File: src/rtl/y86_pkg.sv
// Y86 fetch/decode shared definitions.
// Status codes, NOP field values and bundle widths.
package y86_pkg;

  localparam int STAT_W  = 3;
  localparam int ICODE_W = 4;
  localparam int IFUN_W  = 4;
  localparam int REG_W   = 4;

  localparam logic [STAT_W-1:0] STAT_BUB = 3'd0;
  localparam logic [STAT_W-1:0] STAT_AOK = 3'd1;
  localparam logic [STAT_W-1:0] STAT_HLT = 3'd2;
  localparam logic [STAT_W-1:0] STAT_ADR = 3'd3;
  localparam logic [STAT_W-1:0] STAT_INS = 3'd4;

  localparam logic [ICODE_W-1:0] ICODE_NOP = 4'h1;
  localparam logic [IFUN_W-1:0]  IFUN_NONE = 4'h0;
  localparam logic [REG_W-1:0]   RNONE     = 4'hF;

endpackage

File: src/rtl/pipe_stage.sv
// One fetch/decode bundle register.
// Load, hold, or NOP-select with synchronous reset.
module pipe_stage
  import y86_pkg::*;
#(
  parameter int WORD_W = 64
) (
  input  logic               i_clk,
  input  logic               i_rst,
  input  logic               i_ld,
  input  logic               i_nop,
  input  logic [STAT_W-1:0]  i_status,
  input  logic [ICODE_W-1:0] i_icode,
  input  logic [IFUN_W-1:0]  i_ifun,
  input  logic [REG_W-1:0]   i_rA,
  input  logic [REG_W-1:0]   i_rB,
  input  logic [WORD_W-1:0]  i_valC,
  input  logic [WORD_W-1:0]  i_valP,
  output logic [STAT_W-1:0]  o_status,
  output logic [ICODE_W-1:0] o_icode,
  output logic [IFUN_W-1:0]  o_ifun,
  output logic [REG_W-1:0]   o_rA,
  output logic [REG_W-1:0]   o_rB,
  output logic [WORD_W-1:0]  o_valC,
  output logic [WORD_W-1:0]  o_valP
);

  logic [STAT_W-1:0]  r_status;
  logic [ICODE_W-1:0] r_icode;
  logic [IFUN_W-1:0]  r_ifun;
  logic [REG_W-1:0]   r_rA;
  logic [REG_W-1:0]   r_rB;
  logic [WORD_W-1:0]  r_valC;
  logic [WORD_W-1:0]  r_valP;

  // reset or enabled bubble loads NOP; enabled load takes input; else hold
  always_ff @(posedge i_clk) begin
    if (i_rst || (i_ld && i_nop)) begin
      r_status <= STAT_BUB;
      r_icode  <= ICODE_NOP;
      r_ifun   <= IFUN_NONE;
      r_rA     <= RNONE;
      r_rB     <= RNONE;
      r_valC   <= '0;
      r_valP   <= '0;
    end else if (i_ld) begin
      r_status <= i_status;
      r_icode  <= i_icode;
      r_ifun   <= i_ifun;
      r_rA     <= i_rA;
      r_rB     <= i_rB;
      r_valC   <= i_valC;
      r_valP   <= i_valP;
    end
  end

  assign o_status = r_status;
  assign o_icode  = r_icode;
  assign o_ifun   = r_ifun;
  assign o_rA     = r_rA;
  assign o_rB     = r_rB;
  assign o_valC   = r_valC;
  assign o_valP   = r_valP;

endmodule

File: src/rtl/fd_pipe_reg.sv
// Fetch-to-decode pipeline register, DEPTH stages deep.
// Stall/bubble control with saturating event counters.
module fd_pipe_reg
  import y86_pkg::*;
#(
  parameter int WORD_W = 64,
  parameter int DEPTH  = 1,
  parameter int CNT_W  = 32
) (
  input  logic               CLK,
  input  logic               RST,
  input  logic               stall,
  input  logic               bubble,
  input  logic [STAT_W-1:0]  F_status,
  input  logic [ICODE_W-1:0] F_icode,
  input  logic [IFUN_W-1:0]  F_ifun,
  input  logic [REG_W-1:0]   F_rA,
  input  logic [REG_W-1:0]   F_rB,
  input  logic [WORD_W-1:0]  F_valC,
  input  logic [WORD_W-1:0]  F_valP,
  output logic [STAT_W-1:0]  d_status,
  output logic [ICODE_W-1:0] d_icode,
  output logic [IFUN_W-1:0]  d_ifun,
  output logic [REG_W-1:0]   d_rA,
  output logic [REG_W-1:0]   d_rB,
  output logic [WORD_W-1:0]  d_valC,
  output logic [WORD_W-1:0]  d_valP,
  output logic [CNT_W-1:0]   stall_cnt,
  output logic [CNT_W-1:0]   bubble_cnt,
  output logic               ctrl_err
);

  if (DEPTH < 1 || DEPTH > 4) begin : g_bad_depth
    $error("fd_pipe_reg: DEPTH must be in 1..4");
  end

  localparam logic [CNT_W-1:0] CNT_MAX = '1;

  logic [STAT_W-1:0]  w_status [DEPTH+1];
  logic [ICODE_W-1:0] w_icode  [DEPTH+1];
  logic [IFUN_W-1:0]  w_ifun   [DEPTH+1];
  logic [REG_W-1:0]   w_rA     [DEPTH+1];
  logic [REG_W-1:0]   w_rB     [DEPTH+1];
  logic [WORD_W-1:0]  w_valC   [DEPTH+1];
  logic [WORD_W-1:0]  w_valP   [DEPTH+1];

  logic w_ld;

  assign w_ld = ~stall;

  assign w_status[0] = F_status;
  assign w_icode[0]  = F_icode;
  assign w_ifun[0]   = F_ifun;
  assign w_rA[0]     = F_rA;
  assign w_rB[0]     = F_rB;
  assign w_valC[0]   = F_valC;
  assign w_valP[0]   = F_valP;

  for (genvar k = 0; k < DEPTH; k++) begin : g_stage
    pipe_stage #(
      .WORD_W(WORD_W)
    ) u_stage (
      .i_clk   (CLK),
      .i_rst   (RST),
      .i_ld    (w_ld),
      .i_nop   ((k == 0) ? bubble : 1'b0),
      .i_status(w_status[k]),
      .i_icode (w_icode[k]),
      .i_ifun  (w_ifun[k]),
      .i_rA    (w_rA[k]),
      .i_rB    (w_rB[k]),
      .i_valC  (w_valC[k]),
      .i_valP  (w_valP[k]),
      .o_status(w_status[k+1]),
      .o_icode (w_icode[k+1]),
      .o_ifun  (w_ifun[k+1]),
      .o_rA    (w_rA[k+1]),
      .o_rB    (w_rB[k+1]),
      .o_valC  (w_valC[k+1]),
      .o_valP  (w_valP[k+1])
    );
  end

  assign d_status = w_status[DEPTH];
  assign d_icode  = w_icode[DEPTH];
  assign d_ifun   = w_ifun[DEPTH];
  assign d_rA     = w_rA[DEPTH];
  assign d_rB     = w_rB[DEPTH];
  assign d_valC   = w_valC[DEPTH];
  assign d_valP   = w_valP[DEPTH];

  logic [CNT_W-1:0] r_stall_cnt;
  logic [CNT_W-1:0] r_bubble_cnt;
  logic             r_ctrl_err;

  // saturating stall/bubble counters and sticky conflict flag
  always_ff @(posedge CLK) begin
    if (RST) begin
      r_stall_cnt  <= '0;
      r_bubble_cnt <= '0;
      r_ctrl_err   <= 1'b0;
    end else begin
      if (stall && r_stall_cnt != CNT_MAX)
        r_stall_cnt <= r_stall_cnt + 1'b1;
      if (bubble && !stall && r_bubble_cnt != CNT_MAX)
        r_bubble_cnt <= r_bubble_cnt + 1'b1;
      if (stall && bubble)
        r_ctrl_err <= 1'b1;
    end
  end

  assign stall_cnt  = r_stall_cnt;
  assign bubble_cnt = r_bubble_cnt;
  assign ctrl_err   = r_ctrl_err;

endmodule
File: config.mk
export PLATFORM = sky130hd
export DESIGN_NAME = fd_pipe_reg
export DESIGN_NICKNAME = d
export VERILOG_FILES = /design/src/rtl/y86_pkg.sv /design/src/rtl/pipe_stage.sv /design/src/rtl/fd_pipe_reg.sv
export SDC_FILE = /design/constraint.sdc
export NUM_CORES = 1
export LEC_CHECK = 0
export ABC_AREA = 1
export ABC_CLOCK_PERIOD_IN_PS = 2400
export CAP_MARGIN = 10
export CORE_MARGIN = 10
export CORE_UTILIZATION = 47
export CTS_CLUSTER_SIZE = 30
export DETAILED_ROUTE_END_ITERATION = 8
export GPL_TIMING_DRIVEN = 0
export PLACE_DENSITY = 0.95
export SETUP_SLACK_MARGIN = 0.2
export SLEW_MARGIN = 20
export SYNTH_ARGS = -nofsm -noshare
export SYNTH_HDL_FRONTEND = slang
export SYNTH_SLANG_ARGS = --single-unit
File: constraint.sdc
create_clock -name CLK -period 2.4 [get_ports CLK]
set_input_delay 0.72 -clock CLK [delete_from_list [all_inputs] [get_ports CLK]]
set_output_delay 0.72 -clock CLK [all_outputs]
set_load 0.05 [all_outputs]
==> results of run 1 <==
==> power by group <==
part | internal, uW | total, uW | leakage (uW) | switching, uW
Sequential | 3640 | 3720 | 0.00173 | 79.0
Combinational | 446 | 1320 | 0.00376 | 874
Clock | 2070 | 3590 | 0.000377 | 1530
==> state kept, by name, summed over array words and instances (netlist names) <==
signal	cells
g_stage.u_stage.o_ifun	4
bubble_cnt	32
ctrl_err	1
g_stage.u_stage.o_rB	4
g_stage.u_stage.o_valP	64
g_stage.u_stage.o_status	3
g_stage.u_stage.o_rA	4
g_stage.u_stage.o_valC	64
stall_cnt	32
g_stage.u_stage.o_icode	4
==> synthesized netlist by cell type (3+ instances only) <==
master	instances	share of area, %
nand3_1	82	4.7
xor2_1	3	0.30
buf_2	24	1.4
a21oi_1	185	11
nor3_1	3	0.17
nor2_2	3	0.21
clkbuf_1	34	1.4
nand4_1	13	0.92
buf_1	4	0.17
buf_6	4	0.51
inv_1	68	2.9
dfxtp_1	212	48
nor2_1	167	7.1
nand2_1	485	21
==> layout by cell type, fill, tap and decap left out, types with 30 or more instances in the layout <==
cell type,synthesis,routed
nand3_1,82,82
nor2_1,167,165
inv_1,68,68
a21oi_1,185,185
clkbuf_2,0,47
clkbuf_1,34,30
dfxtp_1,212,212
dlygate4sd2_1,0,130
nand2_1,485,485
clkdlybuf4s50_1,0,148
==> logic make-up after synthesis <==
kind of cell,after synthesis,share of synthesized area (%)
XOR/XNOR,3,0.298
adder cells (fa/ha/maj),2,0.284
flip-flops,212,48.1
AO/OA/AOI/OAI,185,10.5
AND/OR/NAND/NOR,759,34.3
buffers and inverters,136,6.47
==> routing by layer <==
metal | vias to the layer above | wire length, um | track usage (%)
met2 | 640 | 19200 | 53.4
met4 | 2 | 2700 | 18.2
li1 | 4899 | - | -
met5 | - | 20 | 0
met3 | 175 | 3860 | 8.76
met1 | 4876 | 13400 | 31.3
==> final cells by class <==
| cell class | count | area (um2) |
|---|---|---|
| antenna | 2 | 5.00 |
| buffer | 66 | 323 |
| clock buffer | 36 | 716 |
| clock inverter | 6 | 50.0 |
| fill | 1467 | 5380 |
| inverter | 70 | 265 |
| multi-input combinational | 949 | 4010 |
| sequential | 212 | 4240 |
| tap | 234 | 293 |
| timing repair buffer | 362 | 3290 |
==> through the flow <==
stage,area [um2],hold WS [ns]
2_1_floorplan,8820,0.676
3_3_place_gp,12700,0.447
3_5_place_dp,12700,0.454
4_1_cts,13300,0.461
5_1_grt,13200,0.485
6_report,13200,0.455
==> repair_timing <==
action | 4_1_cts | 5_1_grt
hold buffers | 0 | 0
setup endpoints to repair | 344 | 179
pin swaps | 1 | 0
gates resized for setup | 283 | 81
buffers inserted | 1 | 0
==> how the worst max path moves through the flow <==
| stage | startpoint | to | slack [ns] | cells past startpoint |
|---|---|---|---|---|
| after floorplan | stall_cnt[1] | stall_cnt[15] | 0.43 | 9 |
| after global placement | stall | g_stage[0].u_stage.o_valC[60] | -0.52 | 9 |
| after detailed placement | stall | g_stage[0].u_stage.o_valC[22] | -0.52 | 9 |
| after CTS | stall_cnt[2] | stall_cnt[2] | 0.12 | 1 |
| after global routing | bubble_cnt[29] | bubble_cnt[29] | 0.20 | 1 |
| final | g_stage[0].u_stage.o_valP[7] | d_valP[7] | 0.20 | 1 |
==> metrics, run 1 <==
status=completed; final slew viol count=0; register area share after synthesis=48.1%; setup ws final=0.202 ns; R2R cell count=10; global route overflow=0; Via Count=10600; HP Class=flip-flop to flip-flop; I/O pin total=363; CP Cell Sequence=clkdlybuf4s15_1; syn_nets=1450; #FFs+latches synth=212; CORE AREA=18600 um2; pwr/cell area=654 nW/um2; Post-Place Setup Slack=-0.524 ns; Clock Path Buffers=3; cell family with most CP delay=buffers and inverters; largest net degree at the start of global routing=14; Final period util=91.6%; Avg Inst Size Synth=6.80 um2; Post-Place Cells=1892; hold path start=g_stage[0].u_stage.o_status[2]; PortBufs=361; EDFF count, synth=0; final antenna-violating net count=0; CTS tree=built; CP max stage delay=0.57 ns; hold endpoint=g_stage[0].u_stage.o_status[2]; Slowest-stage cell, CP=clkdlybuf4s15_1; R2R setup slack=0.41 ns; Initial Util=47.4%; global placement routability congestion=0.955; Yosys cell types=22; Ys Warns=0; vias in the first global route=10600; htree depth=1; final net count=1838; Avg WL per Cell=20.2 um; Max VDD drop=618 uV; first-pass GRT wire length=59100 um; Max-Cap Viols=0; Worst-path clk slew=0.07 ns; slew margin rel.=57.5%; FF-to-FF End=stall_cnt[16]; CP Data Required Time=1.68 ns; Initial DRT Pass Iterations=5; Clock Skews=0.00550 ns; Die W=157 um; clk sink count=212; Die Area=24600 um2; Non-Filler Instances=1937; initial DRC count=708; Cell Area, Synth=8820 um2; FP Rows=50; reg2reg start=stall_cnt[1]; Mapped Cells=1297; Max Freq=455 MHz; Vias/cell=5.47; Sum Neg Setup Slack=0 ns; crit path buf inv count=1; Clock Tree Root=clkbuf_16; CP max FO=2; drt drc=0; Hold Vio Cnt, Final=0; Least-Margin Pin Slew=0.640 ns; post-DP HPWL=27400 um; CP startpoint kind=flip-flop; Worst-Skew Late Latency=0.51 ns; layout cells sized above 1=8.35%; WL final=39200 um; area grow syn2layout=49.7%; Synth async-reset ratio=0%; Post-synth top flop=dfxtp_1; Final Util=71.0%; Hold Crit Depth=2; Setup-failing EPs final=0; P_leak=0.00587 uW; Design Power=8640 uW; Worst Setup End Kind=output port; GRT Util Overall=30.3%; height of the chip=157 um; Final Critical Period=2.20 ns; Worst EP arrival=1.48 ns; RSZ-0062 raised after global routing=false; initial antenna violation count=4; CTS buffer count=24; critical setup path kind=flip-flop to output port
Note: power is estimated with default switching activity, not from simulation.
==> inputs of run 2 (changes only) <==
--- a/config.mk
+++ b/config.mk
@@ -8,14 +8,15 @@
 export ABC_AREA = 1
 export ABC_CLOCK_PERIOD_IN_PS = 2400
 export CAP_MARGIN = 10
-export CORE_MARGIN = 10
+export CORE_MARGIN = 3
 export CORE_UTILIZATION = 47
 export CTS_CLUSTER_SIZE = 30
 export DETAILED_ROUTE_END_ITERATION = 8
 export GPL_TIMING_DRIVEN = 0
-export PLACE_DENSITY = 0.95
+export PLACE_DENSITY = 0.94
 export SETUP_SLACK_MARGIN = 0.2
 export SLEW_MARGIN = 20
 export SYNTH_ARGS = -nofsm -noshare
 export SYNTH_HDL_FRONTEND = slang
+export SYNTH_HIERARCHICAL = 1
 export SYNTH_SLANG_ARGS = --single-unit
==> run 2 against run 1 <==
Routed wire length decreased by 13%. Design area up 2.1%. Synthesized area up 2.0%. Cell count grew 0.26%. Sequential power barely moved. Critical path depth stayed put. Register-to-register slack better by 0.04 ns.
==> metrics, run 2 <==
Vias/cell=5.36 (was 5.47); #FFs+latches synth=212 (unchanged); Worst EP arrival=1.46 ns (was 1.48 ns); Via Count=10400 (was 10600); Initial DRT Pass Iterations=9 (was 5); CP max FO=5 (was 2); Max VDD drop=553 uV (was 618 uV); initial antenna violation count=4 (unchanged); Yosys top cell area share=47.2% (was 48.1%); vias in the first global route=9793 (was 10600); Slowest-stage cell, CP=clkdlybuf4s15_1 (unchanged); largest net degree at the start of global routing=14 (unchanged); top-count cell post-synth=nand2_1 (unchanged); final net count=1849 (was 1838); CTS buffer count=23 (was 24); WL final=33900 um (was 39200 um); global placement routability congestion=0.943 (was 0.955); Non-Filler Instances=1942 (was 1937); Die W=144 um (was 157 um); Worst-path clk slew=0.06 ns (was 0.07 ns); Max-Cap Viols=0 (unchanged); Die Area=20800 um2 (was 24600 um2); Mapped Cells=1309 (was 1297); Avg WL per Cell=17.5 um (was 20.2 um); Avg Inst Size Synth=6.87 um2 (was 6.80 um2); Ys Warns=6 (was 0); global route overflow=0 (unchanged); first-pass GRT wire length=50400 um (was 59100 um); final antenna-violating net count=0 (unchanged); initial DRC count=748 (was 708); I/O pin total=363 (unchanged); CORE AREA=18400 um2 (was 18600 um2); drt drc=0 (unchanged); Design Power=8900 uW (was 8640 uW); register area share after synthesis=47.2% (was 48.1%); setup ws final=0.217 ns (was 0.202 ns); Clock Skews=0.0133 ns (was 0.00550 ns); Final Critical Period=2.18 ns (was 2.20 ns); status=completed (unchanged); HP Class=flip-flop to flip-flop (unchanged); Post-CTS Hold Fix Bufs=0 (unchanged); CP Cell Sequence=clkdlybuf4s15_1 (unchanged); commonest cells in the synthesized netlist=nand2_1, dfxtp_1, a21oi_1 (unchanged); EDFF count, synth=0 (unchanged); Yosys cell types=30 (was 22); final slew viol count=0 (unchanged); syn_nets=1462 (was 1450); top cells by area, synth=dfxtp_1, nand2_1, a21oi_1 (unchanged); GRT Util Overall=30.1% (was 30.3%); Final period util=91.0% (was 91.6%); CP startpoint kind=flip-flop (unchanged); Post-Place Cells=1900 (was 1892); Least-Margin Pin Slew=0.704 ns (was 0.640 ns); Synth area leader=dfxtp_1 (unchanged); DP Area=12900 um2 (was 12700 um2); post-DP HPWL=24500 um (was 27400 um); Initial Util=48.9% (was 47.4%); critical setup path kind=flip-flop to output port (unchanged); Post-synth top flop=dfxtp_1 (unchanged); RSZ-0062 raised after global routing=false (unchanged); P_leak=0.00613 uW (was 0.00587 uW); cell family with most CP delay=buffers and inverters (unchanged); most frequent cells in the layout=nand2_1, dfxtp_1, a21oi_1 (unchanged); Cell Area, Synth=9000 um2 (was 8820 um2); CP max stage delay=0.55 ns (was 0.57 ns); CTS tree=built (unchanged); Final Util=73.3% (was 71.0%); finished layout cell area=13500 um2 (was 13200 um2); Worst Setup End Kind=output port (unchanged); Hold Vio Cnt, Final=0 (unchanged); Clock Tree Root=clkbuf_16 (unchanged); Clock Path Buffers=3 (unchanged); Synth async-reset ratio=0% (unchanged); clk sink count=212 (unchanged); layout cells sized above 1=9.70% (was 8.35%); Worst-Skew Late Latency=0.51 ns (about the same); crit path buf inv count=1 (unchanged); htree depth=1 (unchanged); FP Rows=49 (was 50); Max Freq=458 MHz (was 455 MHz); area grow syn2layout=49.8% (was 49.7%); height of the chip=144 um (was 157 um); Setup-failing EPs final=0 (unchanged); Post-Place Setup Slack=-0.330 ns (was -0.524 ns); slew margin rel.=53.1% (was 57.5%); most common cell after layout, fill and taps aside=nand2_1 (unchanged); CP Data Required Time=1.68 ns (about the same); PortBufs=362 (was 361); # fillers=1348 (was 1467); pwr/cell area=660 nW/um2 (was 654 nW/um2)
-- run 2: power breakdown --
| part | total, uW | leakage [uW] | switching [uW] | internal (uW) |
|---|---|---|---|---|
| clock | 3880 | 0.000406 | 1430 | 2460 |
| sequential | 3710 | 0.00173 | 67.0 | 3640 |
| combinational | 1310 | 0.00400 | 848 | 459 |
-- run 2: area by class of cell --
| cell class | instances | area, um2 | area share [%] |
|---|---|---|---|
| inverters | 86 | 328 | 2.43 |
| repair buffers | 362 | 3350 | 24.9 |
| well taps | 229 | 287 | 2.13 |
| clock inverters | 7 | 164 | 1.22 |
| flip-flops and latches | 212 | 4240 | 31.5 |
| multi-input cells | 949 | 4100 | 30.4 |
| plain buffers | 62 | 339 | 2.52 |
| clock buffers | 34 | 667 | 4.95 |
| diodes | 1 | 2.50 | 0.0186 |
-- run 2: timing repair --
item                                    CTS  global route
pin swaps                                 0             0
gates resized for setup                 272            51
buffers inserted                          0             0
endpoints found under the setup margin  214            83
-- run 2: routing by layer --
metal / vias to the layer above / share of wire [%] / GRT usage, %
met4: 6 / 6.2 / 16.2
met3: 167 / 11 / 8.96
li1: 4897 / - / -
met2: 615 / 49 / 53.1
met5: - / 0.12 / 0
met1: 4723 / 34 / 32.2
-- run 2: tightest hold or removal path, cell delays in order, from the launching register on --
cell and delay, ns:
dfxtp_1 0.30, nand2_1 0.06, a21oi_1 0.05
-- run 2: worst paths after layout --
check | from | endpoint | slack, ns | cells after the start
max reg2reg | stall_cnt[0] | stall_cnt[25] | 0.45 | 9
max | bubble_cnt[3] | bubble_cnt[3] | 0.22 | 1
min | g_stage[0].u_stage/o_valP[1] | g_stage[0].u_stage/o_valP[1] | 0.46 | 2
min reg2reg | g_stage[0].u_stage/o_valP[1] | g_stage[0].u_stage/o_valP[1] | 0.46 | 2
-- run 2: logic make-up (layout without fill, tap and decap cells) --
| logic type | after synthesis | count (layout) | synth area share, % |
|---|---|---|---|
| AND/OR/NAND/NOR | 748 | 748 | 33.7 |
| flip-flops | 212 | 212 | 47.2 |
| AO/OA/AOI/OAI | 193 | 193 | 11.0 |
| buffers and inverters | 148 | 551 | 7.30 |
| XOR/XNOR | 6 | 6 | 0.584 |
| adder cells (fa/ha/maj) | 2 | 2 | 0.278 |
| other | 0 | 1 | 0 |
-- run 2: stage by stage --
stage / setup TNS (ns) / hold WS (ns)
global placement: -26.41 / 0.447
detailed placement: -32.50 / 0.451
global route: 0 / 0.469
floorplan: 0 / 0.680
finish: 0 / 0.456
CTS: 0 / 0.458
==> inputs of run 3 (changes only) <==
--- a/config.mk
+++ b/config.mk
@@ -20,3 +20,4 @@
 export SYNTH_HDL_FRONTEND = slang
 export SYNTH_HIERARCHICAL = 1
 export SYNTH_SLANG_ARGS = --single-unit
+export TNS_END_PERCENT = 1
==> run 3 against run 2 <==
Count of clock-buffer cells in the layout unchanged. Clock skew increased by 0.0013 ns. Critical path depth unchanged. Register-to-register slack about the same. Utilization increased by 0.43 points. Sequential share of layout area decreased by 0.18 points. Maximum frequency decreased by 2.3%. Clock power about the same.
==> metrics, run 3 (synthesis results as in run 2) <==
finished layout cell area=13600 um2 (was 13500 um2); DP Area=12900 um2 (unchanged); HP Class=flip-flop to flip-flop (unchanged); reg2reg start=stall_cnt[0] (unchanged); Worst-Skew Late Latency=0.51 ns (about the same); CP max stage delay=0.68 ns (was 0.55 ns); final slew viol count=0 (unchanged); most common cell after layout, fill and taps aside=nand2_1 (unchanged); CTS tree=built (unchanged); PortBufs=362 (unchanged); Worst-path clk slew=0.06 ns (about the same); Worst Setup End Kind=output port (unchanged); height of the chip=144 um (unchanged); FF-to-FF End=stall_cnt[28] (was stall_cnt[25]); # fillers=1345 (was 1348); P_leak=0.00619 uW (was 0.00613 uW); pwr/cell area=656 nW/um2 (was 660 nW/um2); Initial DRT Pass Iterations=7 (was 9); Logic pwr share=14.7% (about the same); RSZ-0062 raised after global routing=true (was false); Max VDD drop=552 uV (was 553 uV); status=completed (unchanged); vias in the first global route=9793 (unchanged); Clock Skews=0.0146 ns (was 0.0133 ns); Sw Share=26.3% (about the same); area of the multi-input gates=4100 um2 (unchanged); Flop pwr share=41.7% (about the same); initial DRC count=699 (was 748); Max Freq=448 MHz (was 458 MHz); P_sw=2340 uW (about the same); final antenna-violating net count=0 (unchanged); initial antenna violation count=4 (unchanged); Die Area=20800 um2 (unchanged); Pint=6560 uW (about the same); Avg WL per Cell=17.6 um (was 17.5 um); largest net degree at the start of global routing=14 (unchanged); Hold Crit Depth=2 (unchanged); Vias/cell=5.29 (was 5.36); Die W=144 um (unchanged); Post-CTS Hold Fix Bufs=0 (unchanged); slew margin rel.=50.9% (was 53.1%); number of setup buffers added after CTS=0 (unchanged); CP Cell Sequence=dlygate4sd2_1 (was clkdlybuf4s15_1); htree depth=1 (unchanged); R2R setup slack=0.45 ns (about the same); I/O pin total=363 (unchanged); clk sink count=212 (unchanged); Max-Cap Viols=0 (unchanged); post-DP HPWL=24500 um (unchanged); critical setup path kind=flip-flop to output port (unchanged); CP max FO=2 (was 5); WL final=34100 um (was 33900 um); Final Critical Period=2.23 ns (was 2.18 ns); cell family with most CP delay=buffers and inverters (unchanged); Setup-failing EPs final=0 (unchanged); R2R cell count=9 (unchanged); hold path start=g_stage[0].u_stage/o_valP[4] (was g_stage[0].u_stage/o_valP[1]); CORE AREA=18400 um2 (unchanged); FP Rows=49 (unchanged); Final period util=93.1% (was 91.0%); hold endpoint=g_stage[0].u_stage/o_valP[4] (was g_stage[0].u_stage/o_valP[1]); area grow syn2layout=50.7% (was 49.8%); drt drc=0 (unchanged); Slowest-stage cell, CP=dlygate4sd2_1 (was clkdlybuf4s15_1); crit path buf inv count=1 (unchanged); CP startpoint kind=flip-flop (unchanged); global placement routability congestion=0.943 (unchanged); Clock Tree Root=clkbuf_16 (unchanged); Hold Vio Cnt, Final=0 (unchanged); first-pass GRT wire length=50400 um (unchanged); Design Power=8900 uW (about the same); CTS buffer count=23 (unchanged); CP Data Required Time=1.68 ns (about the same); final net count=1849 (unchanged); Worst EP arrival=1.51 ns (was 1.46 ns); Clock Path Buffers=3 (unchanged); most frequent cells in the layout=nand2_1, dfxtp_1, a21oi_1 (unchanged); post_cts resized=274 (was 272); Clk pwr share=43.6% (about the same); GRT Util Overall=30.1% (unchanged); Least-Margin Pin Slew=0.737 ns (was 0.704 ns); Via Count=10300 (was 10400); layout cells sized above 1=8.35% (was 9.70%); Initial Util=48.9% (unchanged); global route overflow=0 (unchanged); Register Area=4240 um2 (unchanged)
## run 3: cell count changes in the layout (fill, tap and decap cells not counted), sizes merged
cell / change
clkdlybuf4s15: +2
dlygate4sd2: +19
clkbuf: -21
## run 3: worst reg2reg max path: stages (launching register included)
cell     delay, ns
dfxtp_1       0.42
ha_1          0.23
nand3_1       0.15
inv_1         0.08
nand2_1       0.10
nor2_4        0.20
nand3_4       0.16
buf_2         0.25
a21oi_1       0.21
nor2_1        0.07
## run 3: how the worst max path moves through the flow
stage / cells past startpoint / start / to / slack [ns]
finish: 1 / g_stage[0].u_stage/o_valC[8] / d_valC[8] / 0.17
global route: 7 / RST / bubble_cnt[12] / 0.09
CTS: 1 / stall_cnt[13] / stall_cnt[13] / 0.20
detailed placement: 9 / stall / bubble_cnt[31] / -0.33
global placement: 6 / stall / bubble_cnt[21] / -0.29
floorplan: 9 / stall_cnt[0] / stall_cnt[26] / 0.39
## run 3: final cells by class
cell class | count | area share [%]
timing repair buffer | 362 | 25.3
buffer | 62 | 2.47
clock buffer | 34 | 4.92
sequential | 212 | 31.3
tap | 229 | 2.11
clock inverter | 7 | 1.21
antenna | 1 | 0.0185
multi-input combinational | 949 | 30.2
inverter | 86 | 2.42
## run 3: per-stage QoR
stage | utilization [%] | setup TNS, ns | setup WS [ns] | std cells | hold WS (ns)
after floorplan | - | 0 | 0.388 | 1309 | 0.680
after global placement | 70.2 | -26.41 | -0.291 | 1900 | 0.447
after detailed placement | 70.2 | -32.50 | -0.330 | 1900 | 0.451
after CTS | 73.7 | 0 | 0.201 | 1941 | 0.458
after global routing | 73.7 | 0 | 0.0915 | 1942 | 0.469
final | 73.7 | 0 | 0.166 | 1942 | 0.457
## run 3: metal layers
metal | wire (um) | track usage [%]
met1 | 11700 | 32.2
met2 | 16600 | 53.1
met3 | 3600 | 8.96
met4 | 2090 | 16.2
met5 | 39 | 0
## run 3: power groups by stage
| stage | Combinational [uW] | Sequential, uW | Clock, uW |
|---|---|---|---|
| 3_5_place_dp | 1360 | 3790 | 0 |
| 5_1_grt | 1370 | 3720 | 4060 |
| 3_3_place_gp | 1330 | 3780 | 0 |
| 4_1_cts | 1300 | 3710 | 3940 |
| 2_1_floorplan | 314 | 4210 | 0 |
| 6_report | 1310 | 3710 | 3880 |
